[config.mk]
export PLATFORM = sky130hd
export DESIGN_NAME = pixel_writer_flat
export DESIGN_NICKNAME = d
export VERILOG_FILES = /design/src/rtl/paint_pkg.sv /design/src/rtl/pixel_writer_if.sv /design/src/rtl/pixel_fifo.sv /design/src/rtl/pixel_writer.sv /design/src/flat_wrapper.sv
export SDC_FILE = /design/constraint.sdc
export NUM_CORES = 1
export LEC_CHECK = 0
export BUFFER_PORTS_ARGS = -buffer_cell sky130_fd_sc_hd__buf_2
export CORE_ASPECT_RATIO = 1.5
export CORE_MARGIN = 2
export CORE_UTILIZATION = 35
export DETAILED_ROUTE_END_ITERATION = 8
export PLACE_DENSITY = 0.49
export SLEW_MARGIN = 20
export SYNTH_ARGS = -nofsm -noshare
export SYNTH_HDL_FRONTEND = slang
export SYNTH_SLANG_ARGS = --single-unit
[constraint.sdc]
create_clock -name clk -period 3.3 [get_ports clk]
set_input_delay 0.165 -clock clk [delete_from_list [all_inputs] [get_ports clk]]
set_output_delay 0.165 -clock clk [all_outputs]
set_load 0.02 [all_outputs]
[src/rtl/paint_pkg.sv]
// Shared screen geometry, widths and the pixel word carried from the clip stage
// through the FIFO to the framebuffer port.
package paint_pkg;
  localparam int H_RES   = 640;
  localparam int V_RES   = 480;
  localparam int COORD_W = 11;
  localparam int COLOR_W = 8;
  localparam int ADDR_W  = 19;

  typedef struct packed {
    logic [ADDR_W-1:0]  addr;
    logic [COLOR_W-1:0] data;
  } pixel_t;

  // Row-major linear framebuffer address; exact for every on-screen coordinate.
  function automatic logic [ADDR_W-1:0] lin_addr(input logic [COORD_W-1:0] px,
                                                 input logic [COORD_W-1:0] py);
    return ADDR_W'(py) * ADDR_W'(H_RES) + ADDR_W'(px);
  endfunction
endpackage

[src/rtl/pixel_writer_if.sv]
// Framebuffer write port between the pixel writer (master) and memory (slave).
interface pixel_writer_if;
  import paint_pkg::*;

  // Handshake: a write transfers on every rising edge where mem_valid and
  // mem_ready are both high; once mem_valid rises, mem_addr/mem_data stay
  // stable and mem_valid stays high until that transfer happens.
  logic               mem_valid;
  logic               mem_ready;
  logic [ADDR_W-1:0]  mem_addr;
  logic [COLOR_W-1:0] mem_data;

  modport master (output mem_valid, output mem_addr, output mem_data, input mem_ready);
  modport slave  (input mem_valid, input mem_addr, input mem_data, output mem_ready);
endinterface

[src/rtl/pixel_fifo.sv]
// Synchronous show-ahead FIFO of pixel words; head is valid whenever not empty.
module pixel_fifo
  import paint_pkg::*;
#(
  parameter int DEPTH = 16
) (
  input  logic                       clk,
  input  logic                       reset,
  input  logic                       push,
  input  pixel_t                     push_data,
  input  logic                       pop,
  output pixel_t                     head,
  output logic [$clog2(DEPTH+1)-1:0] count,
  output logic                       full,
  output logic                       empty
);
  localparam int PW = $clog2(DEPTH);
  localparam int CW = $clog2(DEPTH+1);

  pixel_t        mem [DEPTH];
  logic [PW-1:0] wr_ptr;
  logic [PW-1:0] rd_ptr;
  logic          do_push;
  logic          do_pop;

  assign empty   = (count == '0);
  assign full    = (count == CW'(DEPTH));
  assign do_pop  = pop && !empty;
  // A full FIFO still takes a push when the same edge frees the head slot.
  assign do_push = push && (!full || do_pop);
  assign head    = mem[rd_ptr];

  always_ff @(posedge clk) begin
    if (reset) begin
      wr_ptr <= '0;
      rd_ptr <= '0;
      count  <= '0;
    end else begin
      if (do_push) wr_ptr <= wr_ptr + PW'(1);
      if (do_pop)  rd_ptr <= rd_ptr + PW'(1);
      case ({do_push, do_pop})
        2'b10:   count <= count + CW'(1);
        2'b01:   count <= count - CW'(1);
        default: count <= count;
      endcase
    end
  end

  always_ff @(posedge clk) begin
    if (do_push) mem[wr_ptr] <= push_data;
  end
endmodule

[src/rtl/pixel_writer.sv]
// Pixel stream sink: clips to the screen, linearises (x,y), and queues writes so
// the drawing engines never see framebuffer stalls.
module pixel_writer
  import paint_pkg::*;
#(
  parameter int DEPTH = 16
) (
  input  logic                       clk,
  input  logic                       reset,
  input  logic                       plot,
  input  logic [COORD_W-1:0]         x,
  input  logic [COORD_W-1:0]         y,
  input  logic [COLOR_W-1:0]         color,
  input  logic                       clear_err,
  pixel_writer_if.master             mem,
  output logic [$clog2(DEPTH+1)-1:0] fill_level,
  output logic                       overflow,
  output logic                       clipped,
  output logic                       idle
);
  logic   on_screen;
  logic   s1_valid;
  pixel_t s1_pix;
  pixel_t head;
  logic   fifo_full;
  logic   fifo_empty;
  logic   pop;
  logic   push;
  logic   drop;
  logic   clip_hit;

  assign on_screen = (x < COORD_W'(H_RES)) && (y < COORD_W'(V_RES));
  assign clip_hit  = plot && !on_screen;

  always_ff @(posedge clk) begin
    if (reset) begin
      s1_valid <= 1'b0;
    end else begin
      s1_valid <= plot && on_screen;
    end
    if (plot) begin
      s1_pix.addr <= lin_addr(x, y);
      s1_pix.data <= color;
    end
  end

  assign pop  = mem.mem_valid && mem.mem_ready;
  assign push = s1_valid && (!fifo_full || pop);
  assign drop = s1_valid && fifo_full && !pop;

  pixel_fifo #(.DEPTH(DEPTH)) u_fifo (
    .clk       (clk),
    .reset     (reset),
    .push      (push),
    .push_data (s1_pix),
    .pop       (pop),
    .head      (head),
    .count     (fill_level),
    .full      (fifo_full),
    .empty     (fifo_empty)
  );

  assign mem.mem_valid = !fifo_empty;
  assign mem.mem_addr  = head.addr;
  assign mem.mem_data  = head.data;

  // Sticky flags: a new event in the clearing cycle keeps the flag set.
  always_ff @(posedge clk) begin
    if (reset) begin
      overflow <= 1'b0;
      clipped  <= 1'b0;
    end else begin
      overflow <= drop     || (overflow && !clear_err);
      clipped  <= clip_hit || (clipped  && !clear_err);
    end
  end

  assign idle = !plot && !s1_valid && fifo_empty;
endmodule

[src/flat_wrapper.sv]
// flat-port wrapper written by rule: the top's interface ports become plain ports
module pixel_writer_flat import paint_pkg::*;
#(
  parameter int DEPTH = 16
)
  (clk, reset, plot, x, y, color, clear_err, fill_level, overflow, clipped, idle, mem_mem_valid, mem_mem_addr, mem_mem_data, mem_mem_ready);
  pixel_writer_if mem_i ();
  input  logic clk;
  input  logic reset;
  input  logic plot;
  input  logic [COORD_W-1:0] x;
  input  logic [COORD_W-1:0] y;
  input  logic [COLOR_W-1:0] color;
  input  logic clear_err;
  output logic [$clog2(DEPTH+1)-1:0] fill_level;
  output logic overflow;
  output logic clipped;
  output logic idle;
  output wire logic [$bits(mem_i.mem_valid)-1:0] mem_mem_valid;
  output wire logic [$bits(mem_i.mem_addr)-1:0] mem_mem_addr;
  output wire logic [$bits(mem_i.mem_data)-1:0] mem_mem_data;
  input wire logic [$bits(mem_i.mem_ready)-1:0] mem_mem_ready;
  assign mem_mem_valid = mem_i.mem_valid;
  assign mem_mem_addr = mem_i.mem_addr;
  assign mem_mem_data = mem_i.mem_data;
  assign mem_i.mem_ready = mem_mem_ready;
  pixel_writer #(.DEPTH(DEPTH)) u_core (.clk(clk), .reset(reset), .plot(plot), .x(x), .y(y), .color(color), .clear_err(clear_err), .mem(mem_i), .fill_level(fill_level), .overflow(overflow), .clipped(clipped), .idle(idle));
endmodule
# Word-level counts from Yosys, hierarchy flattened
# Memory sizes are Yosys's and may differ from the RTL's. A register that Yosys moved wholly into a read port is not among the register bits.
# Index checks and enable logic that the tools add are counted.
[totals]
word_cells = 51
out_inout_bits = 36
in_bits = 35
mem_bits_rw = 432
reg_bits = 43
memories = 1
[op_classes]
mul = 1
muxes = 5
addsub = 5
n_eq_ne = 3
n_lt_le_gt_ge = 2
n_reduce_logical = 26
[memory_table]
columns = ["name", "depth", "width", "rd", "rd_ports_with_merged_regs", "wr", "line", "rtl"]
rows = [
  ["u_core.u_fifo.mem", 16, 27, 1, 1, 1, "pixel_fifo.sv:20", "pixel_t mem [DEPTH];"],
]
[op_table]
columns = ["operator", "count"]
rows = [
  ["19-bit by 11-bit adder with 19-bit output", 1],
  ["1-bit logical AND", 13],
  ["11-bit by 3-bit multiplier with 12-bit output (second input constant)", 1],
  ["11-bit by 10-bit less-than comparator with 1-bit output (second input constant)", 1],
  ["11-bit by 9-bit less-than comparator with 1-bit output (second input constant)", 1],
  ["5-bit case mux with 2 select lines", 1],
  ["4-bit by 1-bit adder with 4-bit output (second input constant)", 2],
  ["4-bit 2-to-1 mux", 2],
  ["1-bit logical NOT", 7],
  ["5-bit by 1-bit adder with 5-bit output (second input constant)", 1],
  ["5-bit equality test (second input constant)", 1],
  ["5-bit logical NOT", 1],
  ["5-bit by 1-bit subtractor with 5-bit output (second input constant)", 1],
  ["1-bit logical OR", 4],
  ["2-bit by 1-bit equality test with 1-bit output (second input constant)", 1],
  ["2-bit equality test (second input constant)", 1],
  ["1-bit 2-to-1 mux", 2],
  ["2-bit nonzero test", 1],
]

# Longest topological paths before layout
[logic_depth]
ltp_word = 8
ltp_mapped = 15
depth_no_buf = 12

# By module
# A second synthesis with hierarchy kept.
[unflattened]
hier_cells = 920
hier_area_um2 = 18886.9
[modules_own_cells]
columns = ["mod", "n_inst", "area_each_um2", "seq_area_each_um2", "cells_per_inst"]
rows = [
  ["pixel_fifo", 1, 17170.2, 13312.8, 787],
  ["pixel_writer", 1, 1716.6, 870.8, 133],
]

# Worst setup path before layout
# OpenSTA, ideal clock, no wires.
[synth_timing]
path_type = "reg2reg"
startpoint = "reg u_core.u_fifo.count[1]"
endpoint = "mem u_core.u_fifo.mem[3][0] (netlist name), enable pin"
slack_ps = -403
t_required_ps = 2855
path_stages_with_launch = 6
path_buffers = 1
arrival_time_ps = 3258
period_less_slack_ps = 3703
cell_sequence = "dfxtp_1 clkbuf_1 nor4_2 a31oi_2 nand2_1 nor3_1"
[synth_via]
elab_chain_len = 8
elab_cells_between_ends = 12
cone_classes = "eq/ne (1); mux (2); reduce/logical (9)"
[synth_lines]
columns = ["item", "line", "rtl"]
rows = [
  ["from (decl)", "pixel_fifo.sv:13", "output logic [$clog2(DEPTH+1)-1:0] count,"],
  ["from (signal assigned)", "pixel_fifo.sv:42", "2'b10: count <= count + CW'(1);"],
  ["from (signal assigned)", "pixel_fifo.sv:43", "2'b01: count <= count - CW'(1);"],
  ["from (signal assigned)", "pixel_fifo.sv:44", "default: count <= count;"],
  ["5-bit logical NOT", "pixel_fifo.sv:26", "assign empty = (count == '0);"],
  ["1-bit logical NOT", "pixel_fifo.sv:28, pixel_writer.sv:63", ""],
  ["1-bit logical AND", "pixel_writer.sv:47", "assign pop = mem.mem_valid && mem.mem_ready;"],
  ["1-bit logical OR / 1-bit logical AND (equally long branches)", "pixel_writer.sv:48, pixel_fifo.sv:28", ""],
  ["1-bit logical AND / 1-bit logical OR (equally long branches)", "pixel_writer.sv:48, pixel_fifo.sv:30", ""],
  ["1-bit logical AND (*)", "pixel_fifo.sv:30", "assign do_push = push && (!full || do_pop);"],
  ["1-bit 2-to-1 mux (*)", "pixel_fifo.sv:50", "if (do_push) mem[wr_ptr] <= push_data;"],
  ["1-bit 2-to-1 mux (implied by the code) (*)", "pixel_fifo.sv:50", ""],
  ["to (decl)", "pixel_fifo.sv:20", ""],
]
# Every way passes the cells marked *; elsewhere a longest branch is shown, timed or not.

==> results.tsv <==
metric	value	unit
cts_hold_buf	21	
slew_headroom	34.5	%
synth_common_cells	459 x edfxtp_1, 135 x mux4_2, 30 x ha_1, 30 x nor2_1, 20 x dfxtp_1	
worst_pin_slew	0.983	ns
dieArea	55400	µm²
top_usage_layer	met2	
yosysUniqueCellTypes	41	
antenna_found_initial	0	
drt-initial-drc-count	664	
post-route-drc-count	0	
crit_chain	buf_4, mux4_2, mux4_2, buf_2	
yosysMostFrequentCell	edfxtp_1	
criticalPathCategory	flop to output pin	
combPwrFrac	3.4	%
root_buffer	clkbuf_16	
cp_top_family	multiplexers	
clock_path_buffers	3	
gp_congestion	0.680	
place_inst	1579	
use_met1	19.8	%
synth_top_flop_cell	edfxtp_1	
synthTopCellsByArea	edfxtp_1 74%, mux4_2 16%, dfxtp_1 2.1%, ha_1 2.0%, xor2_1 0.75%	
cts_made_buffers	46	
maxCapViolCount	0	
fmax	0.331	GHz
slowest_stage	dfxtp_4	
h-tree-depth	2	
min_path_type	input port to flop	
finalMaxSlewViolations	0	
critPathCaptureType	output pin	
hold_viol	0	
wl_per_cell	24.2	µm
fin_skew	0.0158	ns
p_sw	0.00262	W
drtAntennaViolNets	0	
layout_min_cycle_time	3.02	ns
layout-drive-gt1-share	33.8	%
fin_crit_sh	91.6	%
pwr-share-seq	55.8	%
synth_seq_cells	479	
synth_edf_count	459	
path_common_cell	mux4_2	
instances_no_fill	1686	
setup_violations	0	
cp.arrival	2.86	ns
totalPowerFinal	0.0126	W
synthCells	831	
die_x	193	µm
internal-power	0.0100	W
grt_use_total	15.2	%
drt-total-wl	40800	µm
portBuffers	70	
diodes	0	
grt_pass1_vias	9310	
dp.final_hpwl	22400	µm
status	finished clean	
setup_tns	0	ns
first_pass_iters	4	
ys_seq_area_share	75.7	%
hp-start	x[7]	
p_leak	6.92	nW
grt_pass1_wl	60300	µm
synthArstFlopShare	0	%
start_util	35.5	%
ctsResizeCount	0	
postCtsSetupRepairBufs	0	
grt_use_met3	2.12	%
yosysTopAreaCell	edfxtp_1	
cp-start-kind	flop	
rr_startpoint	u_core.u_fifo.count[0]	
yosysTopAreaCellShare	73.6	%
worst_ep_required_time	3.13	ns
power.density	574	nW/µm²
tritoncts	built	
power.share.switching	20.7	%
rows	103	
use_met2	26.6	%
core_area	52800	µm²
rsz0062_at_grt	no	
yosys_warnings	0	
critPathMaxFanout	19	
syn_nets	898	
clk_pin_slew	0.06	ns
clkSinkCount	479	
die_h	287	µm
synthesis.area	18700	µm²
clk_latency	0.56	ns
pwr-share-clk	40.8	%
dr_total_vias	8421	
avgSynthCellArea	22.5	µm²
syn_to_final_growth	17.7	%
io_pins	71	
max_stage_delay	0.67	ns
post-route-util	41.7	%
gr-total-overflow	0	
viasPerCell	4.99	
critPathBufInv	2	
ir_drop	384	µV
grt_max_degree	42	
final_nets	1033	
[power groups by stage]
stage               clock (W)  combinational, W  sequential, W
floorplan                   0          0.000297        0.00711
global placement            0          0.000419        0.00719
detailed placement          0          0.000419        0.00720
CTS                   0.00533          0.000439        0.00707
global route          0.00552          0.000472        0.00709
finish                0.00516          0.000425        0.00706
[cell type report]
type | count | area, µm²
clock buffers | 60 | 1300
clock inverters | 26 | 190
fillers | 4606 | 30800
inverters | 10 | 37.5
multi-input cells | 304 | 4460
flip-flops and latches | 479 | 14200
well taps | 682 | 853
repair buffers | 125 | 1020
[registers in the layout, summed over array words and instances, names as in the netlist, named ones only]
signal	cells
u_core.clipped	1
u_core.overflow	1
u_core.s1_pix	27
u_core.s1_valid	1
u_core.u_fifo.count	5
u_core.u_fifo.mem	432
u_core.u_fifo.rd_ptr	4
u_core.u_fifo.wr_ptr	4
[cell usage in the layout, fill, tap and decap left out, types with 2 or more instances in the layout]
master and n:
a21o_1 2, a21oi_1 11, and2_1 2, buf_12 16
buf_2 70, buf_4 18, bufinv_16 2, clkbuf_1 9
clkbuf_16 50, clkinv_1 5, clkinv_2 14, clkinvlp_4 2
dfxtp_1 16, dfxtp_2 2, dfxtp_4 2, dlygate4sd3_1 21
edfxtp_1 459, fa_1 2, ha_1 30, inv_1 10
inv_6 2, mux2i_1 3, mux4_2 135, nand2_1 9
nand2b_1 7, nand3_1 2, nand4_1 4, nor2_1 18
nor2_4 12, nor2b_1 3, nor3_1 2, nor3_4 4
nor3b_1 2, nor4_2 2, o21ai_0 8, o21bai_1 2
or3_1 2, xnor2_1 13, xor2_1 16
[path summary, 6_finish.rpt]
kind / to / slack, ns / depth (start not counted)
max: mem_mem_addr[11] / 0.28 / 4
min: u_core.s1_pix[15] / 0.02 / 2
max reg2reg: u_core.u_fifo.count[4] / 0.35 / 12
min reg2reg: u_core.u_fifo.rd_ptr[3] / 0.53 / 2
[metrics by stage]
step / hold slack (ns) / setup slack (ns) / instance area, µm²
2_1_floorplan: 0.264 / 0.0685 / 18800
3_3_place_gp: 0.341 / 0.394 / 20300
3_5_place_dp: 0.343 / 0.370 / 20300
4_1_cts: 0.0138 / 0.169 / 22000
5_1_grt: 0.0500 / 0.114 / 22000
6_report: 0.0245 / 0.279 / 22000
[routing by layer]
| layer | vias up | share of wire [%] | routed length [µm] |
|---|---|---|---|
| li1 | 3743 | - | - |
| met1 | 4446 | 42 | 17000 |
| met2 | 177 | 52 | 21300 |
| met3 | 55 | 4.1 | 1690 |
| met4 | 0 | 1.9 | 796 |
| met5 | - | 0 | 0 |
[worst reg2reg max path, delay by kind of cell, from the launching register on]
kind                       cells  cell delay [ns]
AOI/OAI and AO/OA              4             0.66
adders and majority gates      2             0.44
and+or+nand+nor                4             1.18
DFF                            1             0.37
xor gates and xnor gates       2             0.24
[kinds of logic (layout without fill, tap and decap cells)]
family | after synthesis | after routing | synth area share (%)
flip-flops | 479 | 479 | 75.7
AND/OR/NAND/NOR | 72 | 72 | 1.96
multiplexers | 138 | 138 | 16.4
XOR/XNOR | 29 | 29 | 1.36
AO/OA/AOI/OAI | 33 | 33 | 1.15
adder cells (fa/ha/maj) | 32 | 32 | 2.22
buffers and inverters | 48 | 221 | 1.22
Power figures use the tool's default switching activity.
